==> src/rtl/ps2_kbc_sched_if.sv <==
// ps2_kbc_sched_if: CPU I/O port bus, scancode queue handshake and keyboard sideband lines.
interface ps2_kbc_sched_if;
   logic [11:0] port;
   logic [7:0]  din;
   logic [7:0]  dout;
   logic        cpu_iordin;
   logic        cpu_iordout;
   logic        cpu_iowrin;
   logic        cpu_iowrout;
   logic [7:0]  sc_data;
   logic        sc_valid;
   logic        sc_ready;
   logic        irq1;
   logic        a20;
   modport master (
      output port, din, cpu_iordin, cpu_iowrin, sc_data, sc_valid,
      input  dout, cpu_iordout, cpu_iowrout, sc_ready, irq1, a20
   );
   modport slave (
      input  port, din, cpu_iordin, cpu_iowrin, sc_data, sc_valid,
      output dout, cpu_iordout, cpu_iowrout, sc_ready, irq1, a20
   );
endinterface

==> src/rtl/ps2_kbc_sched.sv <==
// ps2_kbc_sched: i8042-style controller front end; arbitrates the port 60h output buffer
// between command replies and queued scancodes, holds the command byte and A20 gate.
module ps2_kbc_sched #(
   parameter logic [11:0] PORT_DATA     = 12'h060,
   parameter logic [11:0] PORT_CMD      = 12'h064,
   parameter logic [7:0]  CMD_BYTE_INIT = 8'h45
) (
   input  logic           clk,
   input  logic           reset,
   ps2_kbc_sched_if.slave bus
);
   typedef enum logic [1:0] {IDLE, WAIT_CMDB, WAIT_OUTP} state_t;
   state_t     r_state, w_state_nx;
   logic [7:0] r_dout, r_obuf, r_reply, r_cmd, w_rep_val;
   logic       r_iordout, r_iowrout, r_obf, r_reply_pend, r_sc_ready, r_irq1, r_a20, r_a2;
   logic       w_rd60, w_rd64, w_wr60, w_wr64;
   logic       w_rep, w_cmdb, w_outp, w_kbd_dis, w_kbd_en, w_ld_rep, w_ld_sc;

   assign w_rd60 = bus.cpu_iordin != r_iordout && bus.port == PORT_DATA;
   assign w_rd64 = bus.cpu_iordin != r_iordout && bus.port == PORT_CMD;
   assign w_wr60 = bus.cpu_iowrin != r_iowrout && bus.port == PORT_DATA;
   assign w_wr64 = bus.cpu_iowrin != r_iowrout && bus.port == PORT_CMD;
   // a pending reply always wins the empty buffer over a waiting scancode
   assign w_ld_rep = !r_obf && r_reply_pend;
   assign w_ld_sc  = !r_obf && !r_reply_pend && bus.sc_valid && !r_sc_ready && !r_cmd[4];

   always_ff @(posedge clk)
      if (reset) r_state <= IDLE;
      else r_state <= w_state_nx;

   always_comb begin
      w_state_nx = r_state;
      if (w_wr64)
         w_state_nx = bus.din == 8'h60 ? WAIT_CMDB : bus.din == 8'hD1 ? WAIT_OUTP : IDLE;
      else if (w_wr60)
         w_state_nx = IDLE;
   end

   always_comb begin
      w_cmdb    = w_wr60 && r_state == WAIT_CMDB;
      w_outp    = w_wr60 && r_state == WAIT_OUTP;
      w_kbd_dis = w_wr64 && bus.din == 8'hAD;
      w_kbd_en  = w_wr64 && bus.din == 8'hAE;
      w_rep     = (w_wr60 && r_state == IDLE) ||
                  (w_wr64 && (bus.din == 8'h20 || bus.din == 8'hAA || bus.din == 8'hAB));
      w_rep_val = w_wr60 ? (bus.din == 8'hEE ? 8'hEE : 8'hFA) :
                  bus.din == 8'h20 ? r_cmd : bus.din == 8'hAA ? 8'h55 : 8'h00;
   end

   always_ff @(posedge clk) begin
      r_iordout <= bus.cpu_iordin;
      r_iowrout <= bus.cpu_iowrin;
      if (reset) begin
         r_dout       <= 8'h00;
         r_obuf       <= 8'h00;
         r_obf        <= 1'b0;
         r_reply      <= 8'h00;
         r_reply_pend <= 1'b0;
         r_cmd        <= CMD_BYTE_INIT;
         r_sc_ready   <= 1'b0;
         r_irq1       <= 1'b0;
         r_a20        <= 1'b0;
         r_a2         <= 1'b0;
      end else begin
         r_sc_ready <= w_ld_sc;
         r_irq1     <= r_obf & r_cmd[0];
         if (w_rd60) begin
            r_dout <= r_obuf;
            r_obf  <= 1'b0;
         end
         if (w_rd64) r_dout <= {4'b0, r_a2, r_cmd[2], 1'b0, r_obf};
         if (w_ld_rep || w_ld_sc) begin
            r_obuf <= w_ld_rep ? r_reply : bus.sc_data;
            r_obf  <= 1'b1;
         end
         if (w_ld_rep) r_reply_pend <= 1'b0;
         // a fresh reply overwrites the slot even if the old one was just consumed
         if (w_rep) begin
            r_reply      <= w_rep_val;
            r_reply_pend <= 1'b1;
         end
         if (w_wr60 || w_wr64) r_a2 <= w_wr64;
         if (w_cmdb) r_cmd <= bus.din;
         if (w_kbd_dis) r_cmd[4] <= 1'b1;
         if (w_kbd_en) r_cmd[4] <= 1'b0;
         if (w_outp) r_a20 <= bus.din[1];
      end
   end

   assign bus.dout        = r_dout;
   assign bus.cpu_iordout = r_iordout;
   assign bus.cpu_iowrout = r_iowrout;
   assign bus.sc_ready    = r_sc_ready;
   assign bus.irq1        = r_irq1;
   assign bus.a20         = r_a20;
endmodule

==> src/flat_wrapper.sv <==
// flat-port wrapper written by rule: the top's interface ports become plain ports
module ps2_kbc_sched_flat 
#(
   parameter logic [11:0] PORT_DATA     = 12'h060,
   parameter logic [11:0] PORT_CMD      = 12'h064,
   parameter logic [7:0]  CMD_BYTE_INIT = 8'h45
)
  (clk, reset, bus_port, bus_din, bus_cpu_iordin, bus_cpu_iowrin, bus_sc_data, bus_sc_valid, bus_dout, bus_cpu_iordout, bus_cpu_iowrout, bus_sc_ready, bus_irq1, bus_a20);
  ps2_kbc_sched_if bus_i ();
  input  logic clk;
  input  logic reset;
  input wire logic [$bits(bus_i.port)-1:0] bus_port;
  input wire logic [$bits(bus_i.din)-1:0] bus_din;
  input wire logic [$bits(bus_i.cpu_iordin)-1:0] bus_cpu_iordin;
  input wire logic [$bits(bus_i.cpu_iowrin)-1:0] bus_cpu_iowrin;
  input wire logic [$bits(bus_i.sc_data)-1:0] bus_sc_data;
  input wire logic [$bits(bus_i.sc_valid)-1:0] bus_sc_valid;
  output wire logic [$bits(bus_i.dout)-1:0] bus_dout;
  output wire logic [$bits(bus_i.cpu_iordout)-1:0] bus_cpu_iordout;
  output wire logic [$bits(bus_i.cpu_iowrout)-1:0] bus_cpu_iowrout;
  output wire logic [$bits(bus_i.sc_ready)-1:0] bus_sc_ready;
  output wire logic [$bits(bus_i.irq1)-1:0] bus_irq1;
  output wire logic [$bits(bus_i.a20)-1:0] bus_a20;
  assign bus_i.port = bus_port;
  assign bus_i.din = bus_din;
  assign bus_i.cpu_iordin = bus_cpu_iordin;
  assign bus_i.cpu_iowrin = bus_cpu_iowrin;
  assign bus_i.sc_data = bus_sc_data;
  assign bus_i.sc_valid = bus_sc_valid;
  assign bus_dout = bus_i.dout;
  assign bus_cpu_iordout = bus_i.cpu_iordout;
  assign bus_cpu_iowrout = bus_i.cpu_iowrout;
  assign bus_sc_ready = bus_i.sc_ready;
  assign bus_irq1 = bus_i.irq1;
  assign bus_a20 = bus_i.a20;
  ps2_kbc_sched #(.PORT_DATA(PORT_DATA), .PORT_CMD(PORT_CMD), .CMD_BYTE_INIT(CMD_BYTE_INIT)) u_core (.clk(clk), .reset(reset), .bus(bus_i));
endmodule
==> config.mk <==
export PLATFORM = sky130hd
export DESIGN_NAME = ps2_kbc_sched_flat
export DESIGN_NICKNAME = d
export VERILOG_FILES = /design/src/rtl/ps2_kbc_sched_if.sv /design/src/rtl/ps2_kbc_sched.sv /design/src/flat_wrapper.sv
export SDC_FILE = /design/constraint.sdc
export NUM_CORES = 1
export LEC_CHECK = 0
export BUFFER_PORTS_ARGS = -buffer_cell sky130_fd_sc_hd__buf_2
export CAP_MARGIN = 5
export CORE_MARGIN = 2
export CORE_UTILIZATION = 25
export CTS_BUF_LIST = sky130_fd_sc_hd__clkbuf_4 sky130_fd_sc_hd__clkbuf_8
export CTS_CLUSTER_DIAMETER = 60
export CTS_CLUSTER_SIZE = 16
export DETAILED_ROUTE_END_ITERATION = 7
export GPL_TIMING_DRIVEN = 0
export SLEW_MARGIN = 20
export SYNTH_ARGS = -nofsm -noshare
export SYNTH_HDL_FRONTEND = slang
export SYNTH_SLANG_ARGS = --single-unit
==> constraint.sdc <==
create_clock -name clk -period 3.6 [get_ports clk]
set_input_delay 0 -clock clk [delete_from_list [all_inputs] [get_ports clk]]
set_output_delay 0 -clock clk [all_outputs]
set_load 0.03 [all_outputs]
==> metrics.md <==
| Metric | Value |
|---|---|
| Status | `complete, no violations` |
| Pre-antenna DRT Iters | `4` |
| Final Instance Area | `around 0.0024 mm²` |
| Leakage | `0.9487 nW` |
| Critical path required time | `about 3800 ps` |
| DR vias/cell | `4.682` |
| Post-synth top flop | `dfxtp_1` |
| Worst slew pin tran | `roughly 760 ps` |
| Clock Skews | `around 5.2 ps` |
| RePlAce Congestion | `approximately 0.78` |
| Reg2reg start | `u_core.bus.cpu_iowrout` |
| Synth Area in Adders | `0` |
| Synthesized area per cell | `a little over 9 µm²` |
| Cell Pwr Density | `between 300 and 400 mW/mm²` |
| Final setup viols | `0` |
| Sequential-to-total area share from yosys stat | `0.4398` |
| FMAX | `between 400 and 500 MHz` |
| R2R Setup Slk | `~1700 ps` |
| Die area | `about 0.0084 mm²` |
| Total power | `~950 µW` |
| CP Launch Point | `bus_din[2]` |
| WP data arrival | `around 2200 ps` |
| Kind of critical path | `input port to register` |
| FF-to-FF End | `u_core.r_reply[2]` |
| Mapped Area | `between 0.0015 and 0.002 mm²` |
| Crit path launch type | `input port` |
| I/O Pins | `46` |
| Ant diodes | `0` |
| Top Family by Delay on Critical Path | `compound AO/OA/AOI/OAI gates` |
| Synth warn | `0` |
| Routed len/inst | `~13 µm` |
| Largest family of logic cells by synthesized area | `simple AND/OR/NAND/NOR gates` |
| Largest net degree at the start of global routing | `13` |
| Critical path buffer and inverter count | `2` |
| Die height | `~90 µm` |
| Layout cells sized above 1 | `0.2317` |
| Post-synthesis mux area share | `0.09948` |
| CP max-delay cell | `dlygate4sd3_1` |
| Core box area | `approximately 0.0073 mm²` |
| Resized cells post-CTS | `0` |
| Hold Slack | `roughly 36 ps` |
| Hold Path Class | `input port to register` |
| DR iter-0 viols | `59` |
| Max-slew violation count | `0` |
| First-pass GRT wire length | `approximately 8 mm` |
| Fillcell total | `about 780` |
| Nets | `292` |
| Critical Path End Type | `register` |
| Setup bufs post-CTS | `0` |
| Setup TNS | `0 ps` |
| Later-pin clock latency in the skew report | `290 ps` |
| Vias in the first global route | `about 1700` |
| RSZ-0062 raised after global routing | `no` |
| Total Routing Usage GR | `0.1207` |
| Synth Area in Compound Gates | `0.1813` |
| Simple-gate area share of the yosys netlist | `0.2421` |
| Clock period minus worst slack | `approximately 2000 ps` |
| Flops & latches, synth | `42` |
| Number of nets with antenna violations after routing | `0` |
| Initial antenna violation count | `0` |
| Dpl hpwl | `between 3 and 4 mm` |
| Mapped Nets | `roughly 240` |
| WHS Endpoint | `u_core.r_cmd[6]` |
| IR drop worst, VDD | `0.1903 mV` |
| Final Hold Vio Count | `0` |
| Area grow syn2layout | `25.46%` |
| Placed instance area | `around 0.0023 mm²` |
| Clock root buffer | `clkbuf_8` |
| Gr ovfl total | `0` |
| # port buffers | `44` |
| Async SR Flop Fraction | `0` |
| Post-synthesis cell type count | `42` |
| Max-cap violations | `0` |
| Slew HR | `0.4919` |
| Util after Layout | `0.3272` |
| Final wirelength | `~4.6 mm` |
| Routed via count | `1676` |
| Post-route clock period utilization | `0.5603` |
| Cells after Synth | `about 200` |
| # rows | `31` |
| Hold Path Stages | `3` |
| FF-to-FF path depth | `5` |
| Clk buf depth | `2` |
| CP max FO | `9` |
| Worst path cell trace | `dlygate4sd3_1 -> buf_2 -> nor3_1 -> o2111ai_1 -> a21oi_2 -> o221ai_1 -> o211a_1` |
| Worst path max stage delay | `around 530 ps` |
| Die W | `just over 90 µm` |
| Initial core utilization | `0.2608` |
| CTS Buf Count | `5` |
| Post-synth EDFFs | `0` |
| Worst-path clk slew | `~70 ps` |
| H-tree depth | `2` |
| Hold Startpoint | `bus_din[6]` |
| Drt drc | `0` |
| CTS Sinks | `between 40 and 50` |
| Xor/xnor cell area share of the yosys netlist | `0.01374` |
| CTS tree | `built` |
repair_timing:
| action | CTS | global route |
|---|---|---|
| hold endpoints to repair | 3 | 0 |
| hold buffers | 3 | 0 |
| endpoints found under the setup margin | 0 | 0 |
sequential cells by signal, summed over array words and instances, names as in the netlist, 2 cells and up:
| register | cells |
|---|---|
| u_core.r_obuf | 8 |
| u_core.r_state | 2 |
| u_core.r_reply | 8 |
| u_core.bus.dout | 8 |
| u_core.r_cmd | 8 |
worst reg2reg max path, delay by kind of cell (launching register included):
kind / cells / cell delay [ps]
simple gates: 1 / 340
xor+xnor: 1 / 190
flops: 1 / 380
compound gates: 3 / 850
logic make-up after synthesis:
kind of cell,count (synthesis)
XOR/XNOR,3
multiplexers,19
buffers and inverters,12
AND/OR/NAND/NOR,82
AO/OA/AOI/OAI,47
flip-flops,42
area by class of cell:
type	instances	area [µm²]	area share
clock buffers	6	82.58	0.03443
repair buffers	47	250.2	0.1043
clock inverters	1	30.03	0.01252
flip-flops and latches	42	840.8	0.3505
well taps	99	123.9	0.05164
plain buffers	9	33.78	0.01408
inverters	3	11.26	0.004695
multi-input cells	151	1026	0.4278
routing by layer:
| layer | share of wire | GRT usage |
|---|---|---|
| met5 | 0 | 0 |
| met1 | 0.48 | 0.1577 |
| met2 | 0.45 | 0.1887 |
| met3 | 0.054 | 0.03237 |
| met4 | 0.015 | 0.04672 |
cells in the final DEF, fill, tap and decap left out, types with 2 or more instances in the layout:
cell	netlist	layout
o21ai_0	2	2
nand3_1	7	7
and2_1	2	2
nor3_1	3	3
a211oi_1	16	16
a22oi_1	2	2
o211ai_1	2	2
inv_1	2	2
nand2_1	14	14
dfxtp_1	42	42
nor4_1	3	3
clkbuf_8	0	6
a21oi_1	13	13
a21o_1	2	2
buf_2	0	44
nor4_4	2	2
nand2b_1	2	2
nor4b_1	2	2
nor2b_1	3	3
o211a_1	2	2
nand4_1	3	3
xor2_1	2	2
and3_1	3	3
mux2i_1	19	19
dlygate4sd3_1	0	3
nor2_1	30	30
clkbuf_1	9	9
metrics by stage:
step           instances  setup WS [ps]
2_1_floorplan        205           1871
3_3_place_gp         348           1752
3_5_place_dp         348           1774
4_1_cts              358           1629
5_1_grt              358           1430
6_report             358           1583
how the worst max path moves through the flow:
stage / to / cells after the start / slack [ps]
final: u_core.r_reply[2] / 7 / 1580
after floorplan: u_core.r_reply[2] / 5 / 1870
after CTS: u_core.r_reply[2] / 7 / 1630
after global routing: u_core.r_reply[2] / 7 / 1430
after detailed placement: u_core.r_reply[2] / 5 / 1770
after global placement: u_core.r_reply[2] / 5 / 1750
synthesized netlist by cell type (all sizes together) (3+ instances only):
cell / n / share of area
a211oi: 16 / 0.063
a21oi: 14 / 0.039
and3: 3 / 0.0098
clkbuf: 9 / 0.018
dfxtp: 42 / 0.44
mux2i: 19 / 0.099
nand2: 14 / 0.027
nand3: 8 / 0.024
nand4: 3 / 0.0098
nor2: 30 / 0.059
nor2b: 3 / 0.0098
nor3: 3 / 0.0079
nor4: 5 / 0.032
nor4b: 3 / 0.022
report_power, final:
group	switching [mW]	internal, mW
logic	0.0563	0.0375
clock network	0.153	0.222
registers	0.00770	0.477
Note: power is estimated with default switching activity, not from simulation.
